### src/rtl/ordena_n.sv
// Sequential N x W unsigned sorter: odd-even transposition, one compare-swap phase per clock.
// Optional early exit on two consecutive swap-free phases is enabled by defining ORDENA_EARLY_EXIT_EN.
module ordena_n #(
  parameter int N = 9,
  parameter int W = 8
) (
  input  logic                     clk,
  input  logic                     reset,
  input  logic                     start,
  input  logic                     modo,
  input  logic [W-1:0]             entrada [N],
  output logic [W-1:0]             saida   [N],
  output logic                     busy,
  output logic                     flag,
  output logic [$clog2(N+1)-1:0]   ciclos
);

  localparam int CW = $clog2(N+1);

  typedef enum logic [1:0] {IDLE = 2'd0, SORT = 2'd1, DONE = 2'd2} state_t;

  state_t          state, state_nxt;
  logic [W-1:0]    arr [N];
  logic [W-1:0]    net [N];
  logic            modo_r;
  logic [CW-1:0]   cnt;
  logic            load;
  logic            fin;
  logic            last;
`ifdef ORDENA_EARLY_EXIT_EN
  logic            swp;
  logic            quiet_r;
`endif

  // Strict compare: equal elements never move, so duplicates keep their order.
  function automatic logic must_swap(input logic desc, input logic [W-1:0] a, input logic [W-1:0] b);
    return desc ? (a < b) : (a > b);
  endfunction

  // One transposition phase; cnt[0] selects even (0,1),(2,3).. or odd (1,2),(3,4).. pairs.
  always_comb begin
    net = arr;
`ifdef ORDENA_EARLY_EXIT_EN
    swp = 1'b0;
`endif
    for (int i = 0; i < N - 1; i++) begin
      if (((i % 2) == 1) == cnt[0] && must_swap(modo_r, arr[i], arr[i+1])) begin
        net[i]   = arr[i+1];
        net[i+1] = arr[i];
`ifdef ORDENA_EARLY_EXIT_EN
        swp = 1'b1;
`endif
      end
    end
  end

`ifdef ORDENA_EARLY_EXIT_EN
  assign last = (cnt == CW'(N - 1)) || (quiet_r && !swp);
`else
  assign last = (cnt == CW'(N - 1));
`endif

  always_comb begin
    state_nxt = state;
    load      = 1'b0;
    fin       = 1'b0;
    case (state)
      IDLE, DONE: begin
        if (start) begin
          load      = 1'b1;
          state_nxt = SORT;
        end
      end
      SORT: begin
        if (last) begin
          fin       = 1'b1;
          state_nxt = DONE;
        end
      end
      default: state_nxt = IDLE;
    endcase
  end

  always_ff @(posedge clk) begin
    if (reset) state <= IDLE;
    else       state <= state_nxt;
  end

  always_ff @(posedge clk) begin
    if (reset) begin
      for (int i = 0; i < N; i++) begin
        arr[i]   <= '0;
        saida[i] <= '0;
      end
      modo_r <= 1'b0;
      cnt    <= '0;
      ciclos <= '0;
`ifdef ORDENA_EARLY_EXIT_EN
      quiet_r <= 1'b0;
`endif
    end else if (load) begin
      arr    <= entrada;
      modo_r <= modo;
      cnt    <= '0;
`ifdef ORDENA_EARLY_EXIT_EN
      quiet_r <= 1'b0;
`endif
    end else if (state == SORT) begin
      arr <= net;
      cnt <= cnt + CW'(1);
`ifdef ORDENA_EARLY_EXIT_EN
      quiet_r <= !swp;
`endif
      // Result becomes visible only here; intermediate phases stay internal.
      if (fin) begin
        saida  <= net;
        ciclos <= cnt + CW'(1);
      end
    end
  end

  assign busy = (state == SORT);
  assign flag = (state == DONE);

endmodule

### config.mk
export PLATFORM = sky130hd
export DESIGN_NAME = ordena_n
export DESIGN_NICKNAME = d
export VERILOG_FILES = /design/src/rtl/ordena_n.sv
export SDC_FILE = /design/constraint.sdc
export NUM_CORES = 1
export LEC_CHECK = 0
export ABC_AREA = 1
export CAP_MARGIN = 40
export CORE_MARGIN = 3
export CORE_UTILIZATION = 40
export DETAILED_ROUTE_END_ITERATION = 12
export PLACE_DENSITY = 0.71
export RECOVER_POWER = 50
export SKIP_CTS_REPAIR_TIMING = 1
export SKIP_LAST_GASP = 1
export SYNTH_ARGS = -nofsm -noshare
export SYNTH_HDL_FRONTEND = slang
export SYNTH_SLANG_ARGS = --single-unit
### constraint.sdc
create_clock -name clk -period 3.2 [get_ports clk]
set_clock_uncertainty 0.05 [all_clocks]
set_input_delay 0.64 -clock clk [delete_from_list [all_inputs] [get_ports clk]]
set_output_delay 0.64 -clock clk [all_outputs]
set_load 0.02 [all_outputs]
; ---- Word level (Yosys, flattened, before mapping)
; Index checks and enable logic that the tools add are counted.
[classes]
n_eq_ne = 5
bitwise_logic = 2
n_addsub = 1
mux = 25
reduce_logical = 14
n_lt_le_gt_ge = 16
[ops]
columns = op, n
row1 = 2-to-1 mux 72 bit, 2
row2 = 2-to-1 mux 16 bit, 8
row3 = > comparator 8 bit, 8
row4 = less-than comparator 8 bit, 8
row5 = 2-to-1 mux 1 bit, 12
row6 = logical AND 1 bit, 8
row7 = adder 4 x 1 -> 4 bit (second input constant), 1
row8 = equality test 4 bit (second input constant), 1
row9 = 2-to-1 mux 2 bit, 2
row10 = case mux 2 bit (2 select lines), 1
row11 = OR reduction 2 bit, 2
row12 = AND reduction 3 bit, 1
row13 = equality test 2 x 1 -> 1 bit (second input constant), 1
row14 = equality test 2 bit (second input constant), 1
row15 = logical NOT 2 bit, 1
row16 = != test 2 x 1 -> 1 bit (second input constant), 1
row17 = != test 2 bit (second input constant), 1
row18 = NOT 1 bit, 2
row19 = AND reduction 2 bit, 1
row20 = nonzero test 2 bit, 1
[word_totals]
elab_cells = 85
reg_bits = 155
in_bits = 76
output_inout_bits = 78

; ---- Logic depth before layout (Yosys ltp)
[logic_depth]
ltp_word = 13
depth_mapped = 19
mapped_depth_nobuf = 18

; ---- Worst setup path before layout
; Ideal clock, no wire load.
[synth_timing]
path_kind = register to register
start = register arr[63] (netlist bit)
end = register saida[69] (netlist bit)
n_path_buf = 1
synth_period_minus_slack_ps = 2015
stages_incl_launch_ff = 13
required_time_ps = 3035
setup_time_ps = 115
arrival_time_ps = 1850
path_slack_ps = 1185
path_cell_list = dfxtp_1 -> inv_1 -> ha_1 -> a21o_1 -> nor2_1 -> nand2_1 -> a21oi_4 -> nand2_4 -> buf_6 -> nand2_1 -> o21ai_2 -> o21ai_0 -> inv_1
[synth_via]
elab_chain_len = 4
elab_cells_between_ends = 5
cone_classes = 2 x order compare / 2 x mux / 1 x reduce/logical
[synth_lines]
columns = element, line_no
row1 = start: declaration, 23  ; logic [W-1:0] arr [N];
row2 = start signal: assignment, 102  ; arr <= entrada;
row3 = start signal: assignment, 109  ; arr <= net;
row4 = > comparator 8 bit or less-than comparator 8 bit (tied branches), 37  ; return desc ? (a < b) : (a > b);
row5 = 2-to-1 mux 1 bit *, 37
row6 = logical AND 1 bit *, 47  ; if (((i % 2) == 1) == cnt[0] && must_swap(modo_r, arr[i], arr[i+1])) begin
row7 = 2-to-1 mux 16 bit *, 47
row8 = end signal: assignment, 116  ; saida <= net;
row9 = end: declaration, 12  ; output logic [W-1:0] saida [N],
; Mark *: on every way between the ends. The rest lies on a longest branch, timed or not.
; A chain may end at the register's enable or synchronous reset.

; ---- Worst setup path after layout
[layout_timing]
start = input start
end = register arr[54] (netlist bit)
[layout_via]
elab_chain_len = 3
elab_cells_between_ends = 4
cone_classes = 3 x mux / 1 x reduce/logical
[layout_lines]
columns = element, line_no
row1 = start: declaration, 9  ; input logic start,
row2 = 2-to-1 mux 1 bit *, 69  ; if (start) begin
row3 = 2-to-1 mux 1 bit *, 67  ; case (state)
row4 = 2-to-1 mux 72 bit or nonzero test 2 bit (tied branches), -
; Marks and branches as above.

==> reports/results.tsv <==
metric	value	unit
status	complete, no violations	
Critical Path End	arr[54]$_SDFFE_PP0P_	
final setup TNS	0	ns
reg2reg setup slack	0.67	ns
Rel. slew slack	0.2107	
Diodes inserted	0	
Crit path required time	3.51	ns
# clock sinks	155	
CP Capture Type	register	
Clk pwr share	0.307	
Max Cap Viol	0	
LEAKAGE	6.163	nW
Psw	2.680	mW
crit-path cells	dlygate4sd3_1, inv_1, nor2_1, clkbuf_1, nand2_1, o21ai_0, inv_1, a21oi_1	
chip width	165.5	um
vias	10310	
Final Hold Fails	0	
sequential fraction of design power	0.326	
first-pass GRT wire length	47.75	mm
HP Class	reg -> reg	
number of global-route vias before repair	9788	
Initial Util	0.4123	
FF-to-FF End	saida[52]$_SDFFE_PP0P_	
Tmin final	2.570	ns
H-tree levels	4	
CTS tree	built	
GRT overflow	0	
synthesized area per cell	6.292	um^2
core area	24680	um^2
Syn. warnings	0	
worst-path fanout max	28	
Seq/Total Area, Yosys	0.3050	
placer congestion estimate	0.8783	
most used cell, CP	inv_1	
CP Launch Point	start	
final setup vio count	0	
max frequency	0.3890	GHz
WP depth	8	
Yosys reg bits	155	
share of cells above drive strength 1	0.06468	
Detailed Route Iter0 Violations	824	
Post-Syn Instances	1617	
fin crit share	0.8032	
Root Buffer	clkbuf_16	
Hold Path Depth	2	
pwr dens	540.9	nW/um^2
Worst setup SP type	input port	
DRT antenna net count	0	
DR vias/cell	4.976	
Tightest Pin Transition	1.184	ns
buffers and inverters on the worst path	4	
FF-to-FF path depth	14	
top-level port count	154	
Worst EP arrival	2.88	ns
fin. max-slew vios	0	
WS Path Type	in -> reg	
pin count of the biggest net entering global routing	60	
synthesized cell area	10170	um^2
FF-to-FF Start	arr[43]$_SDFFE_PP0P_	
gr usage total	0.2163	
die area	27390	um^2
router iterations before antenna repair	6	
Die Ht	165.5	um
wire per inst	14.19	um
highest cell delay on the worst timing path	0.90	ns
initial antenna violation count	0	
Clk Latency, worst-skew pair	0.43	ns
CP top delay family	buffers and inverters	
Detailed Place HPWL	21.55	mm
Row Count	57	
Port-buffer cells	153	
Switching Fraction	0.3969	
CTS Buf Count	17	
Gate power share	0.367	
WL final	29.39	mm
RSZ-0062 raised after global routing	false	
Unique masters post-synth	28	
worst vdd ir	0.2728	mV
Post-Layout Cell Count	2071	
clock-pin transition on the worst setup and hold timing paths	0.06	ns
clk buf depth	2	
Nets	1876	
P_int	4.072	mW
syn_nets	1759	
DRC	0	
Cells after DPL	2039	
Layout area overhead	22.69	%
slowest library cell on the worst path	clkbuf_1	
Final Core Density	0.5059	
-- through the flow --
step / power (mW) / cell area (um^2) / setup slack, ns / hold slack [ns]
after floorplan: 4.107 / 10170 / 1.185 / 0.4198
after global placement: 4.647 / 11890 / 0.7431 / 0.4058
after detailed placement: 4.694 / 11900 / 0.7002 / 0.4116
after CTS: 6.760 / 12500 / 0.7038 / 0.4273
after global routing: 7.221 / 12480 / 0.3672 / 0.4384
final: 6.752 / 12480 / 0.6296 / 0.4192
-- kinds of logic after synthesis --
group / count (synthesis) / share of synthesized area
AOI/OAI and AO/OA: 214 / 0.1189
xor gates and xnor gates: 1 / 0.0008610
adders and majority gates: 66 / 0.08116
buffers and inverters: 325 / 0.1313
DFF: 155 / 0.3050
and+or+nand+nor: 856 / 0.3628
-- how the worst min path moves through the flow --
| stage | to | slack [ns] | startpoint |
|---|---|---|---|
| CTS | ciclos[3]$_SDFFE_PP0P_ | 0.43 | ciclos[3]$_SDFFE_PP0P_ |
| finish | ciclos[3]$_SDFFE_PP0P_ | 0.42 | ciclos[3]$_SDFFE_PP0P_ |
| global route | ciclos[3]$_SDFFE_PP0P_ | 0.44 | ciclos[3]$_SDFFE_PP0P_ |
| global placement | ciclos[3]$_SDFFE_PP0P_ | 0.41 | ciclos[3]$_SDFFE_PP0P_ |
| floorplan | cnt[1]$_SDFFE_PP0P_ | 0.42 | cnt[1]$_SDFFE_PP0P_ |
| detailed placement | ciclos[3]$_SDFFE_PP0P_ | 0.41 | ciclos[3]$_SDFFE_PP0P_ |
-- worst reg2reg max path, delay by kind of cell (launching register included) --
family | cells | cell delay [ns]
AOI/OAI and AO/OA | 2 | 0.45
DFF | 1 | 0.43
and+or+nand+nor | 8 | 0.79
buffers and inverters | 3 | 0.39
adders and majority gates | 1 | 0.32
-- state kept, by name, indices dropped and copies added, names as in the netlist --
name and count:
modo_r 1, arr 72, saida 72, cnt 4, state 2, ciclos 4
-- synthesized netlist by cell type --
library cell | count | area share
clkbuf_1 | 35 | 0.013
nand2_4 | 7 | 0.0077
ha_1 | 66 | 0.081
buf_2 | 19 | 0.0093
buf_1 | 2 | 0.00074
a211oi_1 | 4 | 0.0030
inv_4 | 1 | 0.00062
nand3_2 | 31 | 0.030
inv_2 | 5 | 0.0018
o21ai_1 | 24 | 0.012
buf_6 | 11 | 0.012
nand4_1 | 8 | 0.0049
nand2_2 | 7 | 0.0043
a21oi_1 | 95 | 0.047
o21ai_2 | 8 | 0.0069
inv_1 | 250 | 0.092
nand2_1 | 480 | 0.18
buf_4 | 2 | 0.0015
nor2_1 | 171 | 0.063
o21ai_0 | 68 | 0.033
a21o_1 | 7 | 0.0052
a21oi_4 | 7 | 0.011
nand3_1 | 149 | 0.073
dfxtp_1 | 155 | 0.30
or2_2 | 1 | 0.00062
xor2_1 | 1 | 0.00086
nor2_2 | 2 | 0.0012
o21a_1 | 1 | 0.00074
-- cell usage in the layout, fill, tap and decap left out, types with 2 or more instances in the layout --
cell	count
nand2_1	480
inv_1	251
nor2_1	172
dfxtp_1	155
nand3_1	149
a21oi_1	95
dlygate4sd3_1	78
o21ai_0	75
clkdlybuf4s50_1	74
ha_1	66
nand3_2	31
o21ai_1	17
clkbuf_16	17
buf_4	9
nand4_1	8
o21ai_2	8
a21o_1	7
a21oi_4	7
nand2_2	7
nand2_4	7
clkbuf_8	5
inv_2	4
a211oi_1	4
clkinv_4	4
inv_6	3
buf_12	3
clkinvlp_4	2
-- per-layer routing --
metal  global-route usage  vias to the layer above  part of all wire
met5                    0                        -                 0
met2               0.3615                      302              0.46
met1               0.2933                     4671              0.47
met4              0.05671                        0             0.015
li1                     -                     5299                 -
met3              0.03018                       34             0.054
-- power groups by stage --
stage          registers, mW  clock network, mW  logic (mW)
2_1_floorplan           2.22                  0        1.89
4_1_cts                 2.20               2.09        2.47
3_3_place_gp            2.25                  0        2.40
6_report                2.20               2.07        2.48
5_1_grt                 2.22               2.18        2.82
3_5_place_dp            2.24                  0        2.45
-- area by class of cell --
| type | instances | area [um^2] |
|---|---|---|
| multi-input cells | 1137 | 5738 |
| clock buffers | 22 | 494.2 |
| repair buffers | 167 | 1673 |
| flip-flops and latches | 155 | 3103 |
| inverters | 256 | 963.4 |
| well taps | 324 | 405.4 |
| fillers | 2558 | 12190 |
| clock inverters | 10 | 106.4 |
Power figures use the tool's default switching activity.
